[config.mk]
export PLATFORM = sky130hd
export DESIGN_NAME = legv8_control_unit_flat
export DESIGN_NICKNAME = d
export VERILOG_FILES = /design/src/rtl/legv8_pkg.sv /design/src/rtl/legv8_control_unit_if.sv /design/src/rtl/legv8_decoder.sv /design/src/rtl/legv8_control_unit.sv /design/src/flat_wrapper.sv
export SDC_FILE = /design/constraint.sdc
export NUM_CORES = 1
export LEC_CHECK = 0
export CAP_MARGIN = 20
export CORE_ASPECT_RATIO = 0.6
export CORE_MARGIN = 2
export CORE_UTILIZATION = 63
export CTS_BUF_LIST = sky130_fd_sc_hd__clkbuf_2 sky130_fd_sc_hd__clkbuf_4 sky130_fd_sc_hd__clkbuf_8
export CTS_CLUSTER_DIAMETER = 120
export CTS_CLUSTER_SIZE = 30
export DETAILED_ROUTE_END_ITERATION = 7
export PLACE_DENSITY_LB_ADDON = 0.1
export SLEW_MARGIN = 40
export SYNTH_ARGS = -nofsm -noshare
export SYNTH_HDL_FRONTEND = slang
export SYNTH_HIERARCHICAL = 1
export SYNTH_SLANG_ARGS = --single-unit
[constraint.sdc]
create_clock -name clock -period 10.9 [get_ports clock]
set_input_delay 1.09 -clock clock [delete_from_list [all_inputs] [get_ports clock]]
set_output_delay 1.09 -clock clock [all_outputs]
set_load 0.01 [all_outputs]
[src/rtl/legv8_pkg.sv]
// Shared LEGv8 control definitions: opcodes, ALU function codes,
// sequencer states and the control word carried to the datapath.
package legv8_pkg;

  localparam logic [10:0] OP_ADD  = 11'b10001011000;
  localparam logic [10:0] OP_SUB  = 11'b11001011000;
  localparam logic [10:0] OP_AND  = 11'b10001010000;
  localparam logic [10:0] OP_ORR  = 11'b10101010000;
  localparam logic [10:0] OP_EOR  = 11'b11001010000;
  localparam logic [10:0] OP_LSL  = 11'b11010011011;
  localparam logic [10:0] OP_LSR  = 11'b11010011010;
  localparam logic [10:0] OP_LDUR = 11'b11111000010;
  localparam logic [10:0] OP_STUR = 11'b11111000000;

  localparam logic [9:0] OP_ADDI = 10'b1001000100;
  localparam logic [9:0] OP_SUBI = 10'b1101000100;
  localparam logic [9:0] OP_ANDI = 10'b1001001000;
  localparam logic [9:0] OP_ORRI = 10'b1011001000;
  localparam logic [9:0] OP_EORI = 10'b1101001000;

  localparam logic [7:0] OP_CBZ  = 8'b10110100;
  localparam logic [7:0] OP_CBNZ = 8'b10110101;
  localparam logic [5:0] OP_B    = 6'b000101;

  // {function[2:0], invert_b, carry_in}
  localparam logic [4:0] FS_AND    = 5'b00000;
  localparam logic [4:0] FS_ORR    = 5'b00100;
  localparam logic [4:0] FS_ADD    = 5'b01000;
  localparam logic [4:0] FS_SUB    = 5'b01011;
  localparam logic [4:0] FS_EOR    = 5'b01100;
  localparam logic [4:0] FS_LSL    = 5'b10000;
  localparam logic [4:0] FS_LSR    = 5'b10100;
  localparam logic [4:0] FS_PASS_B = 5'b11000;

  typedef enum logic [2:0] {
    S_IDLE, S_FETCH, S_DECODE, S_EXEC,
    S_MEMRD, S_WB, S_PCUPD, S_HALT
  } state_t;

  typedef struct packed {
    logic [4:0]  DA;
    logic [4:0]  SA;
    logic [4:0]  SB;
    logic [4:0]  FS;
    logic        dataMux;
    logic        regW;
    logic        ramW;
    logic        Bsel;
    logic [63:0] k;
  } cw_t;

  function automatic cw_t mk_cw(
    input logic [4:0]  da,
    input logic [4:0]  sa,
    input logic [4:0]  sb,
    input logic [4:0]  fs,
    input logic        bsel,
    input logic [63:0] kv
  );
    cw_t c;
    c      = '0;
    c.DA   = da;
    c.SA   = sa;
    c.SB   = sb;
    c.FS   = fs;
    c.Bsel = bsel;
    c.k    = kv;
    return c;
  endfunction

endpackage

[src/rtl/legv8_control_unit_if.sv]
// Instruction-memory fetch port: req held until a one-cycle ack
// strobe returns the instruction word.
interface legv8_control_unit_if;
  logic [63:0] imem_addr;
  logic        imem_req;
  logic        imem_ack;
  logic [31:0] imem_data;

  modport master (
    output imem_addr, imem_req,
    input  imem_ack, imem_data
  );

  modport slave (
    input  imem_addr, imem_req,
    output imem_ack, imem_data
  );
endinterface

[src/rtl/legv8_decoder.sv]
// Combinational LEGv8 decoder: instruction word to control word,
// instruction-class flags and PC-relative branch offset.
module legv8_decoder
  import legv8_pkg::*;
(
  input  logic [31:0] ir,
  output cw_t         cw,
  output logic        is_ldur,
  output logic        is_stur,
  output logic        is_branch,
  output logic        is_cbz,
  output logic        is_cbnz,
  output logic        illegal,
  output logic [63:0] branch_offset
);

  logic [10:0] op11;
  logic [9:0]  op10;
  logic [7:0]  op8;
  logic [5:0]  op6;
  logic [4:0]  rd, rn, rm;
  logic [63:0] shamt_z, imm12_z, dt9_s, b_off, cb_off;

  assign op11    = ir[31:21];
  assign op10    = ir[31:22];
  assign op8     = ir[31:24];
  assign op6     = ir[31:26];
  assign rd      = ir[4:0];
  assign rn      = ir[9:5];
  assign rm      = ir[20:16];
  assign shamt_z = {58'd0, ir[15:10]};
  assign imm12_z = {52'd0, ir[21:10]};
  assign dt9_s   = {{55{ir[20]}}, ir[20:12]};
  assign b_off   = {{36{ir[25]}}, ir[25:0], 2'b00};
  assign cb_off  = {{43{ir[23]}}, ir[23:5], 2'b00};

  // Opcode spaces are disjoint, so the longest-first order never
  // has two arms true at once.
  always_comb begin
    cw            = '0;
    is_ldur       = 1'b0;
    is_stur       = 1'b0;
    is_branch     = 1'b0;
    is_cbz        = 1'b0;
    is_cbnz       = 1'b0;
    illegal       = 1'b0;
    branch_offset = '0;
    unique case (1'b1)
      op11 == OP_ADD: cw = mk_cw(rd, rn, rm, FS_ADD, 1'b1, 64'd0);
      op11 == OP_SUB: cw = mk_cw(rd, rn, rm, FS_SUB, 1'b1, 64'd0);
      op11 == OP_AND: cw = mk_cw(rd, rn, rm, FS_AND, 1'b1, 64'd0);
      op11 == OP_ORR: cw = mk_cw(rd, rn, rm, FS_ORR, 1'b1, 64'd0);
      op11 == OP_EOR: cw = mk_cw(rd, rn, rm, FS_EOR, 1'b1, 64'd0);
      op11 == OP_LSL: cw = mk_cw(rd, rn, rm, FS_LSL, 1'b0, shamt_z);
      op11 == OP_LSR: cw = mk_cw(rd, rn, rm, FS_LSR, 1'b0, shamt_z);
      op11 == OP_LDUR: begin
        cw      = mk_cw(rd, rn, 5'd0, FS_ADD, 1'b0, dt9_s);
        is_ldur = 1'b1;
      end
      op11 == OP_STUR: begin
        cw      = mk_cw(5'd0, rn, rd, FS_ADD, 1'b0, dt9_s);
        is_stur = 1'b1;
      end
      op10 == OP_ADDI: cw = mk_cw(rd, rn, 5'd0, FS_ADD, 1'b0, imm12_z);
      op10 == OP_SUBI: cw = mk_cw(rd, rn, 5'd0, FS_SUB, 1'b0, imm12_z);
      op10 == OP_ANDI: cw = mk_cw(rd, rn, 5'd0, FS_AND, 1'b0, imm12_z);
      op10 == OP_ORRI: cw = mk_cw(rd, rn, 5'd0, FS_ORR, 1'b0, imm12_z);
      op10 == OP_EORI: cw = mk_cw(rd, rn, 5'd0, FS_EOR, 1'b0, imm12_z);
      op8 == OP_CBZ: begin
        cw            = mk_cw(5'd0, 5'd0, rd, FS_PASS_B, 1'b1, 64'd0);
        is_cbz        = 1'b1;
        branch_offset = cb_off;
      end
      op8 == OP_CBNZ: begin
        cw            = mk_cw(5'd0, 5'd0, rd, FS_PASS_B, 1'b1, 64'd0);
        is_cbnz       = 1'b1;
        branch_offset = cb_off;
      end
      op6 == OP_B: begin
        cw            = mk_cw(5'd0, 5'd0, 5'd0, FS_AND, 1'b0, b_off);
        is_branch     = 1'b1;
        branch_offset = b_off;
      end
      default: illegal = 1'b1;
    endcase
    cw.regW    = ~(is_ldur | is_stur | is_branch
                 | is_cbz | is_cbnz | illegal);
    cw.ramW    = is_stur;
    cw.dataMux = is_ldur;
  end

endmodule

[src/rtl/legv8_control_unit.sv]
// Multi-cycle LEGv8 sequencer: owns the PC, fetches over imem,
// and drives the registered control word into the datapath.
module legv8_control_unit
  import legv8_pkg::*;
#(
  parameter logic [63:0] RESET_PC = 64'h0
) (
  input  logic                        clock,
  input  logic                        reset,
  input  logic                        run,
  legv8_control_unit_if.master        imem,
  input  logic [3:0]                  status,
  output logic [4:0]                  DA,
  output logic [4:0]                  SA,
  output logic [4:0]                  SB,
  output logic [4:0]                  FS,
  output logic                        dataMux,
  output logic                        regW,
  output logic                        ramW,
  output logic                        R,
  output logic                        Bsel,
  output logic [63:0]                 k,
  output logic                        halted
);

  state_t      state_q, state_d;
  logic [63:0] pc_q;
  logic [31:0] ir_q;
  cw_t         cw_q, dec_cw;
  logic        taken_q, taken, r_q;
  logic        is_ldur, is_stur, is_branch;
  logic        is_cbz, is_cbnz, illegal;
  logic [63:0] br_off;
  logic        unused_bits;

  legv8_decoder u_dec (
    .ir            (ir_q),
    .cw            (dec_cw),
    .is_ldur       (is_ldur),
    .is_stur       (is_stur),
    .is_branch     (is_branch),
    .is_cbz        (is_cbz),
    .is_cbnz       (is_cbnz),
    .illegal       (illegal),
    .branch_offset (br_off)
  );

  assign taken = is_branch
               | (is_cbz & status[0])
               | (is_cbnz & ~status[0]);

  assign unused_bits = ^{status[3:1], is_stur};

  always_comb begin
    state_d = state_q;
    regW    = 1'b0;
    ramW    = 1'b0;
    dataMux = 1'b0;
    unique case (state_q)
      S_IDLE:   if (run) state_d = S_FETCH;
      S_FETCH:  if (imem.imem_ack) state_d = S_DECODE;
      S_DECODE: state_d = illegal ? S_HALT : S_EXEC;
      S_EXEC: begin
        regW    = cw_q.regW;
        ramW    = cw_q.ramW;
        state_d = is_ldur ? S_MEMRD : S_PCUPD;
      end
      S_MEMRD:  state_d = S_WB;
      S_WB: begin
        regW    = 1'b1;
        dataMux = cw_q.dataMux;
        state_d = S_PCUPD;
      end
      S_PCUPD:  state_d = run ? S_FETCH : S_IDLE;
      S_HALT:   state_d = S_HALT;
      default:  state_d = S_IDLE;
    endcase
  end

  // r_q holds the datapath in reset for the first edge after release.
  always_ff @(posedge clock or negedge reset) begin
    if (!reset) begin
      state_q <= S_IDLE;
      pc_q    <= RESET_PC;
      ir_q    <= '0;
      cw_q    <= '0;
      taken_q <= 1'b0;
      r_q     <= 1'b1;
    end else begin
      state_q <= state_d;
      r_q     <= 1'b0;
      if (state_q == S_FETCH && imem.imem_ack)
        ir_q <= imem.imem_data;
      if (state_q == S_DECODE)
        cw_q <= dec_cw;
      if (state_q == S_EXEC)
        taken_q <= taken;
      if (state_q == S_PCUPD)
        pc_q <= taken_q ? pc_q + br_off : pc_q + 64'd4;
    end
  end

  assign imem.imem_req  = (state_q == S_FETCH);
  assign imem.imem_addr = pc_q;
  assign DA             = cw_q.DA;
  assign SA             = cw_q.SA;
  assign SB             = cw_q.SB;
  assign FS             = cw_q.FS;
  assign Bsel           = cw_q.Bsel;
  assign k              = cw_q.k;
  assign R              = r_q;
  assign halted         = (state_q == S_HALT);

endmodule

[src/flat_wrapper.sv]
// flat-port wrapper written by rule: the top's interface ports become plain ports
module legv8_control_unit_flat import legv8_pkg::*;
#(
  parameter logic [63:0] RESET_PC = 64'h0
)
  (clock, reset, run, status, DA, SA, SB, FS, dataMux, regW, ramW, R, Bsel, k, halted, imem_imem_addr, imem_imem_req, imem_imem_ack, imem_imem_data);
  legv8_control_unit_if imem_i ();
  input  logic clock;
  input  logic reset;
  input  logic run;
  input  logic [3:0] status;
  output logic [4:0] DA;
  output logic [4:0] SA;
  output logic [4:0] SB;
  output logic [4:0] FS;
  output logic dataMux;
  output logic regW;
  output logic ramW;
  output logic R;
  output logic Bsel;
  output logic [63:0] k;
  output logic halted;
  output wire logic [$bits(imem_i.imem_addr)-1:0] imem_imem_addr;
  output wire logic [$bits(imem_i.imem_req)-1:0] imem_imem_req;
  input wire logic [$bits(imem_i.imem_ack)-1:0] imem_imem_ack;
  input wire logic [$bits(imem_i.imem_data)-1:0] imem_imem_data;
  assign imem_imem_addr = imem_i.imem_addr;
  assign imem_imem_req = imem_i.imem_req;
  assign imem_i.imem_ack = imem_imem_ack;
  assign imem_i.imem_data = imem_imem_data;
  legv8_control_unit #(.RESET_PC(RESET_PC)) u_core (.clock(clock), .reset(reset), .run(run), .imem(imem_i), .status(status), .DA(DA), .SA(SA), .SB(SB), .FS(FS), .dataMux(dataMux), .regW(regW), .ramW(ramW), .R(R), .Bsel(Bsel), .k(k), .halted(halted));
endmodule
==> results of run 1 <==
[worst paths after layout]
path,startpoint,end,cells past startpoint
worst max-delay path,u_core/ir_q[30],u_core/imem.imem_addr[63],17
worst min-delay path,u_core/k[38],u_core/k[38],1
worst max register to register,u_core/ir_q[30],u_core/imem.imem_addr[63],17
worst min register to register,u_core/k[38],u_core/k[38],1
max in group asynchronous,reset,u_core/taken_q,2
min in group asynchronous,reset,u_core/imem.imem_addr[61],1
[cell usage in the layout (no fill, tap or decap), types with 31 or more instances in the layout]
cell type	synthesis	layout
and3_1	31	31
dfrtp_1	188	187
a21oi_1	146	146
mux2_2	121	121
nand2_1	158	155
nor2_1	123	120
nor3_1	36	34
xnor2_1	32	32
ha_1	64	64
o21ai_0	79	79
a21o_1	40	40
clkdlybuf4s50_1	0	190
nand3_1	48	48
[cells by family after synthesis]
logic type	count (synthesis)	synth area share, %
and+or+nand+nor	520	17.4
other	2	0.0505
adders and majority gates	65	5.52
DFF	189	31.8
AOI/OAI and AO/OA	465	20.8
muxes	127	9.61
xor gates and xnor gates	53	3.12
buffers and inverters	277	11.7
[metal layers]
layer,track usage [%],vias to the layer above
met5,0,-
met4,8.53,0
met3,9.28,57
met2,44.8,719
met1,54.0,6240
li1,-,5972
[flip-flops by register name (all words and copies together) (netlist names)]
register / cells
u_core/k: 64
u_core/R: 1
u_core/imem.imem_addr: 64
u_core/SB: 5
u_core/Bsel: 1
u_core/state_q: 3
u_core/cw_q: 3
u_core/SA: 5
u_core/FS: 5
u_core/taken_q: 1
u_core/ir_q: 32
u_core/DA: 5
[power breakdown]
part / internal [mW] / switching (mW) / total (mW)
clock network: 0.195 / 0.288 / 0.483
logic: 0.879 / 1.16 / 2.03
registers: 0.897 / 0.361 / 1.26
total: 1.97 / 1.80 / 3.78
[area by class of cell]
cell class              instances  area, µm²  share of cell area (%)
clock inverters                12        129                   0.799
inverters                      31        116                   0.721
flip-flops and latches        189       4730                    29.3
clock buffers                  19        255                    1.58
multi-input cells            1233       8430                    52.3
repair buffers                206       2070                    12.8
well taps                     315        394                    2.44
[stage by stage]
stage / total power, mW / hold slack [ns] / instance area (µm²) / util (%) / worst slack (ns)
after floorplan: 2.57 / 0.473 / 14900 / - / 6.27
after global placement: 3.18 / 0.488 / 15700 / 67.8 / 6.10
after detailed placement: 3.22 / 0.494 / 15700 / 67.8 / 5.94
after CTS: 3.71 / 0.517 / 16100 / 69.5 / 5.92
after global routing: 4.01 / 0.528 / 16100 / 69.7 / 5.57
final: 3.78 / 0.514 / 16100 / 69.7 / 5.78
==> summary.md, run 1 <==
| Metric | Value |
|---|---|
| Worst-Skew Late Latency | ~0.5 ns |
| Yosys cell types | a little over 100 |
| # DRC | 0 |
| Count of final hold-check violations | 0 |
| Unrepaired setup endpoints after global routing | false |
| Total gr overflow | 0 |
| Most frequent cell after synthesis | dfrtp_1 |
| Die Area | between 0.02 and 0.025 mm² |
| WL/cell | between 20 and 25 µm |
| Met2 WL | 16.5 mm |
| Critical setup path kind | flip-flop to flip-flop |
| Initial Utilization | 64.2% |
| Critical path fanouts, max | just over 40 |
| Clk root buf | clkbuf_8 |
| Initial antenna violation count | 0 |
| Layout Cells excl Fill | 2005 |
| Nets | approximately 1800 |
| YS warnings | 6 |
| Die H | 123 µm |
| Final setup fails | 0 |
| Crit path cell chain | nand4bb_1 > nor3_4 > buf_4 > nand2_1 > nand2_1 > buf_4 > ha_1 > nand2_1 > nor2_1 > nand3_1 > nor4b_1 > o311ai_1 > a31oi_1 > o22ai_1 > nor4_1 > o21bai_1 > o2111ai_1 |
| Top FF cell, synth | dfrtp_1 |
| Cts hold-fix bufs | 0 |
| Diode count | 0 |
| Seq/Total Area, Yosys | about a third |
| Lkg Pwr | 7.14 nW |
| Fraction of layout instances using a drive strength above 1 | a little over an eighth |
| DR pass1 iterations | 6 |
| Post-synth top cells | dfrtp_1 (188), buf_4 (163), nand2_1 (158) |
| Final Cycle Share | between 40% and 50% |
| Synth top area cells | dfrtp_1 (32%), mux2_2 (9.2%), buf_4 (8.2%), ha_1 (5.4%), a21oi_1 (4.9%) |
| Result of the run | finished clean |
| Cell taking the most area after synthesis | dfrtp_1 |
| CP top delay family | simple AND/OR/NAND/NOR gates |
| Hold WC Path Type | flip-flop to flip-flop |
| Clock Skew | around 0.014 ns |
| Slew headroom | just over 50% |
| Inst Count DP | slightly below 2000 |
| Clk buf depth | 2 |
| Sum of buffers and inverters on the critical path | 2 |
| Routed WL | about 43 mm |
| Setup Buffers After CTS | 0 |
| Count of standard-cell rows | 43 |
| Routability Congestion | 0.994 |
| Top cell type's share of synthesized area | 31.7% |
| Fin. max-slew vios | 0 |
| I/O Buffers | between 150 and 200 |
| # clock sinks | 189 |
| Worst slew pin tran | approximately 0.72 ns |
| DRT iter0 DRCs | ~1500 |
| Max Cap Violations | 0 |
| Req. time, crit path | between 10 and 15 ns |
| Largest net degree at the start of global routing | slightly below 90 |
| IR drop worst, VDD | roughly 0.16 mV |
| Tmin final | 5.12 ns |
| CTS Buf Count | 17 |
| H-tree Lvls | 4 |
| Max layer used | met4 |
| #FFs+latches synth | between 150 and 200 |
| Metal3 WL | a little over 5 mm |
| Ports | about 200 |
| Post-CTS Resized | 0 |
| Vias in the first global route | 11700 |
| F_max | 0.195 GHz |
| First-pass GRT wire length | 66.1 mm |
| Detail Route Antenna Nets | 0 |
| Fill count | roughly 1900 |
| Setup TNS | 0 ns |
| Async S/R FF share, synth | 100% |
| Crit start category | flip-flop |
| Clock-pin slew on the worst setup and hold paths | about 0.1 ns |
| CTS tree | yes |
| Reg2reg setup slack | 5.78 ns |
| Routed vias/inst | 6.48 |
| Most frequent CP cell | nand2_1 |
| Largest stage delay, worst path | 0.52 ns |
| Horiz. Die Dim | ~200 µm |
| CP arrival | around 5.5 ns |
| Crit. End Element | flip-flop |
| Final HPWL DP | 31.3 mm |
| EDFF count, synth | 0 |
| Area Overhead vs Synth | 8.54% |
| Mapped Area | roughly 0.015 mm² |
| PD cells | roughly 230 mW/mm² |
| Post-Synthesis Cells | roughly 1700 |
| Core Region | between 0.02 and 0.025 mm² |
| M1 WL | between 20 and 25 mm |
| Global-route usage over all layers | approximately 34% |
| Worst path slowest cell | dfrtp_1 |
| Via count | approximately 13000 |
| Mean Syn Cell Area | 8.75 µm² |
No activity file was read; power rests on OpenSTA's default activity.
==> run 2: changes to the inputs <==
- CORE_UTILIZATION: 63 -> 58
- clock period: 10.9 -> 4.95 ns (I/O delays scaled with it)
==> run 2 against run 1 <==
Against the previous run:
- die area grew 8.4%
- sequential cell count is the same
- maximum frequency grew 8.1%
- clock skew grew 0.0064 ns
- count of clock-buffer cells in the layout shrank 1
- clock power grew 120%
- register-to-register slack lost 5.6 ns
==> summary.md, run 2 (synthesis results as in run 1) <==
| Metric | Value |
|---|---|
| Result of the run | finished clean |
| Global-route usage over all layers | 31.7% (-2.4 points) |
| Setup TNS | 0 ns (unchanged) |
| CP top delay family | compound AO/OA/AOI/OAI gates |
| Sum of buffers and inverters on the critical path | 2 (unchanged) |
| First-pass GRT wire length | 66.4 mm (+0.55%) |
| Diode count | 0 (unchanged) |
| GR Util met2 | 41.0% (-3.7 points) |
| CP arrival | 5.18 ns (-0.32 ns) |
| Met3 Track Usage GR | 8.30% (-0.97 points) |
| Unrepaired setup endpoints after global routing | false |
| Ports | 195 (unchanged) |
| Count of final hold-check violations | 0 (unchanged) |
| Worst slew pin tran | 0.865 ns (+0.141 ns) |
| Die Area | 0.0270 mm² (+8.4%) |
| Count of standard-cell rows | 45 (+4.7%) |
| Slew headroom | 42.3% (-9.3 points) |
| Critical path fanouts, max | 27 (-34%) |
| I/O Buffers | 191 (unchanged) |
| F_max | 0.211 GHz (+8.1%) |
| Hold WC Path Type | input port to async pin |
| Clock-pin slew on the worst setup and hold paths | 0.11 ns (about the same) |
| Met1 Use GR | 52.2% (-1.8 points) |
| Reg2reg setup slack | 0.21 ns (-5.57 ns) |
| Core Region | 0.0252 mm² (+9.0%) |
| Area Overhead vs Synth | 9.54% |
| Lkg Pwr | 7.21 nW (+0.92%) |
| Most frequent cells in the layout | clkdlybuf4s50_1 (190), dfrtp_1 (187), nand2_1 (155), a21oi_1 (146), mux2_2 (121) |
| IR drop worst, VDD | 0.307 mV (+90%) |
| WL/cell | 21.2 µm (-0.19%) |
| Final Cycle Share | 95.7% (+49 points) |
| Hold Slack | 0.429 ns (-0.0844 ns) |
| # clock sinks | 189 (unchanged) |
| Worst-Skew Late Latency | 0.52 ns (about the same) |
| H-tree Lvls | 4 (unchanged) |
| DR pass1 iterations | 5 (-1) |
| Final setup fails | 0 (unchanged) |
| Fraction of layout instances using a drive strength above 1 | 13.8% (+0.74 points) |
| Clk buf depth | 2 (unchanged) |
| Fin. max-slew vios | 0 (unchanged) |
| DRT iter0 DRCs | 1544 (+1.0%) |
| Routability Congestion | 0.949 (-4.4%) |
| Nets | 1793 (+0.56%) |
| Critical setup path kind | flip-flop to flip-flop |
| Via count | 13000 (-0.25%) |
| Most frequent CP cell | a211oi_2 |
| Vias in the first global route | 11400 (-2.9%) |
| Routed vias/inst | 6.38 (-1.5%) |
| PD cells | 511 mW/mm² (+120%) |
| Largest stage delay, worst path | 0.52 ns (about the same) |
| Crit path cell chain | nand4bb_2 > nor3_4 > buf_4 > buf_12 > and2_1 > a21o_1 > ha_1 > nand2_1 > a211oi_2 > o41a_2 > a31oi_4 > o31ai_4 > a41oi_4 > a21oi_4 > a21oi_2 > mux2_4 > a211oi_2 |
| # DRC | 0 (unchanged) |
| CTS Buf Count | 17 (unchanged) |
| Cell depth of the worst flop-to-flop path | 17 (unchanged) |
| Reg-to-Reg Start | u_core/ir_q[30] |
| Initial Utilization | 58.9% (-5.3 points) |
| Commonest non-fill, non-tap cell in the layout | clkdlybuf4s50_1 |
| Clk root buf | clkbuf_8 |
| Horiz. Die Dim | 211 µm (+4.1%) |
| Crit start category | flip-flop |
| Total gr overflow | 0 (unchanged) |
| Req. time, crit path | 5.39 ns (-5.89 ns) |
| Crit. End Element | flip-flop |
| Worst path slowest cell | o41a_2 |
| Largest net degree at the start of global routing | 95 (+6.7%) |
| GR peak layer | met1 |
| Initial antenna violation count | 0 (unchanged) |
| Detail Route Antenna Nets | 0 (unchanged) |
| Routed WL | 43.0 mm (+1.1%) |
| Clock Skew | 0.0203 ns (+0.00638 ns) |
| Max Cap Violations | 0 (unchanged) |
| Tmin final | 4.74 ns (-0.383 ns) |
| CTS tree | yes |
| End of the worst register-to-register path | u_core/imem.imem_addr[58] |
| Final HPWL DP | 32.0 mm (+2.2%) |
| Die H | 128 µm (+4.1%) |
[run 2: cell types whose count changed in the layout (fill, tap and decap cells not counted), moves of 2 or more]
| cell | delta |
|---|---|
| buf_6 | -3 |
| clkinv_8 | +2 |
| buf_12 | +2 |
| buf_4 | +9 |
| inv_8 | +2 |
[run 2: worst reg2reg max path, cell delays in order, from the launching register on]
cell and delay [ns]:
dfrtp_1 0.49, nand4bb_2 0.41, nor3_4 0.39, buf_4 0.19, buf_12 0.16, and2_1 0.22
a21o_1 0.11, ha_1 0.27, nand2_1 0.14, a211oi_2 0.06, o41a_2 0.52, a31oi_4 0.37
o31ai_4 0.14, a41oi_4 0.30, a21oi_4 0.14, a21oi_2 0.22, mux2_4 0.34, a211oi_2 0.21
[run 2: area by class of cell]
class | instances | area, µm²
Fill cell | 2145 | 8940
Multi-Input combinational cell | 1233 | 8460
Sequential cell | 189 | 4730
Timing Repair Buffer | 216 | 2170
Tap cell | 329 | 412
Clock buffer | 18 | 241
Clock inverter | 14 | 145
Inverter | 31 | 116
[run 2: what timing repair did]
action                                  CTS  global route
endpoints found under the setup margin    0             3
setup buffers                             0             3
resized for setup                         0             5
endpoints found under the hold margin    29             0
hold buffers                              1             0
[run 2: worst max path at each step]
| stage | depth (start not counted) | to | startpoint |
|---|---|---|---|
| 2_1_floorplan | 18 | u_core/imem.imem_addr[58] | u_core/ir_q[30] |
| 3_3_place_gp | 17 | u_core/imem.imem_addr[59] | u_core/ir_q[30] |
| 3_5_place_dp | 17 | u_core/imem.imem_addr[59] | u_core/ir_q[30] |
| 4_1_cts | 16 | u_core/imem.imem_addr[58] | u_core/ir_q[30] |
| 5_1_grt | 18 | u_core/imem.imem_addr[63] | u_core/ir_q[30] |
| 6_report | 17 | u_core/imem.imem_addr[58] | u_core/ir_q[30] |
[run 2: layer usage]
metal  wire length (µm)  up-vias
met3               4630       29
met5                  0        -
met2              16700      648
met1              21300     6292
met4                318        0
li1                   -     5987
[run 2: where the power goes]
part | internal (mW) | total [mW] | leakage (nW) | switching [mW]
registers | 1.98 | 2.79 | 2.38 | 0.816
logic | 1.94 | 4.48 | 4.63 | 2.53
clock network | 0.383 | 1.06 | 0.197 | 0.674
[run 2: stage by stage]
step / util [%] / total power, mW / setup WS, ns / instances / instance area [µm²]
after global routing: 64.5 / 8.85 / 0.00763 / 2030 / 16300
after global placement: 62.6 / 7.06 / 0.460 / 1993 / 15800
after detailed placement: 62.8 / 7.15 / 0.421 / 1994 / 15800
after CTS: 64.3 / 8.22 / 0.395 / 2027 / 16200
final: 64.5 / 8.32 / 0.211 / 2030 / 16300
after floorplan: - / 5.66 / 0.323 / 1699 / 14900
==> run 3: changes to the inputs <==
- TNS_END_PERCENT: default -> 100
==> results of run 3 <==
The final DEF is identical to that of run 2; final timing and power are the same.
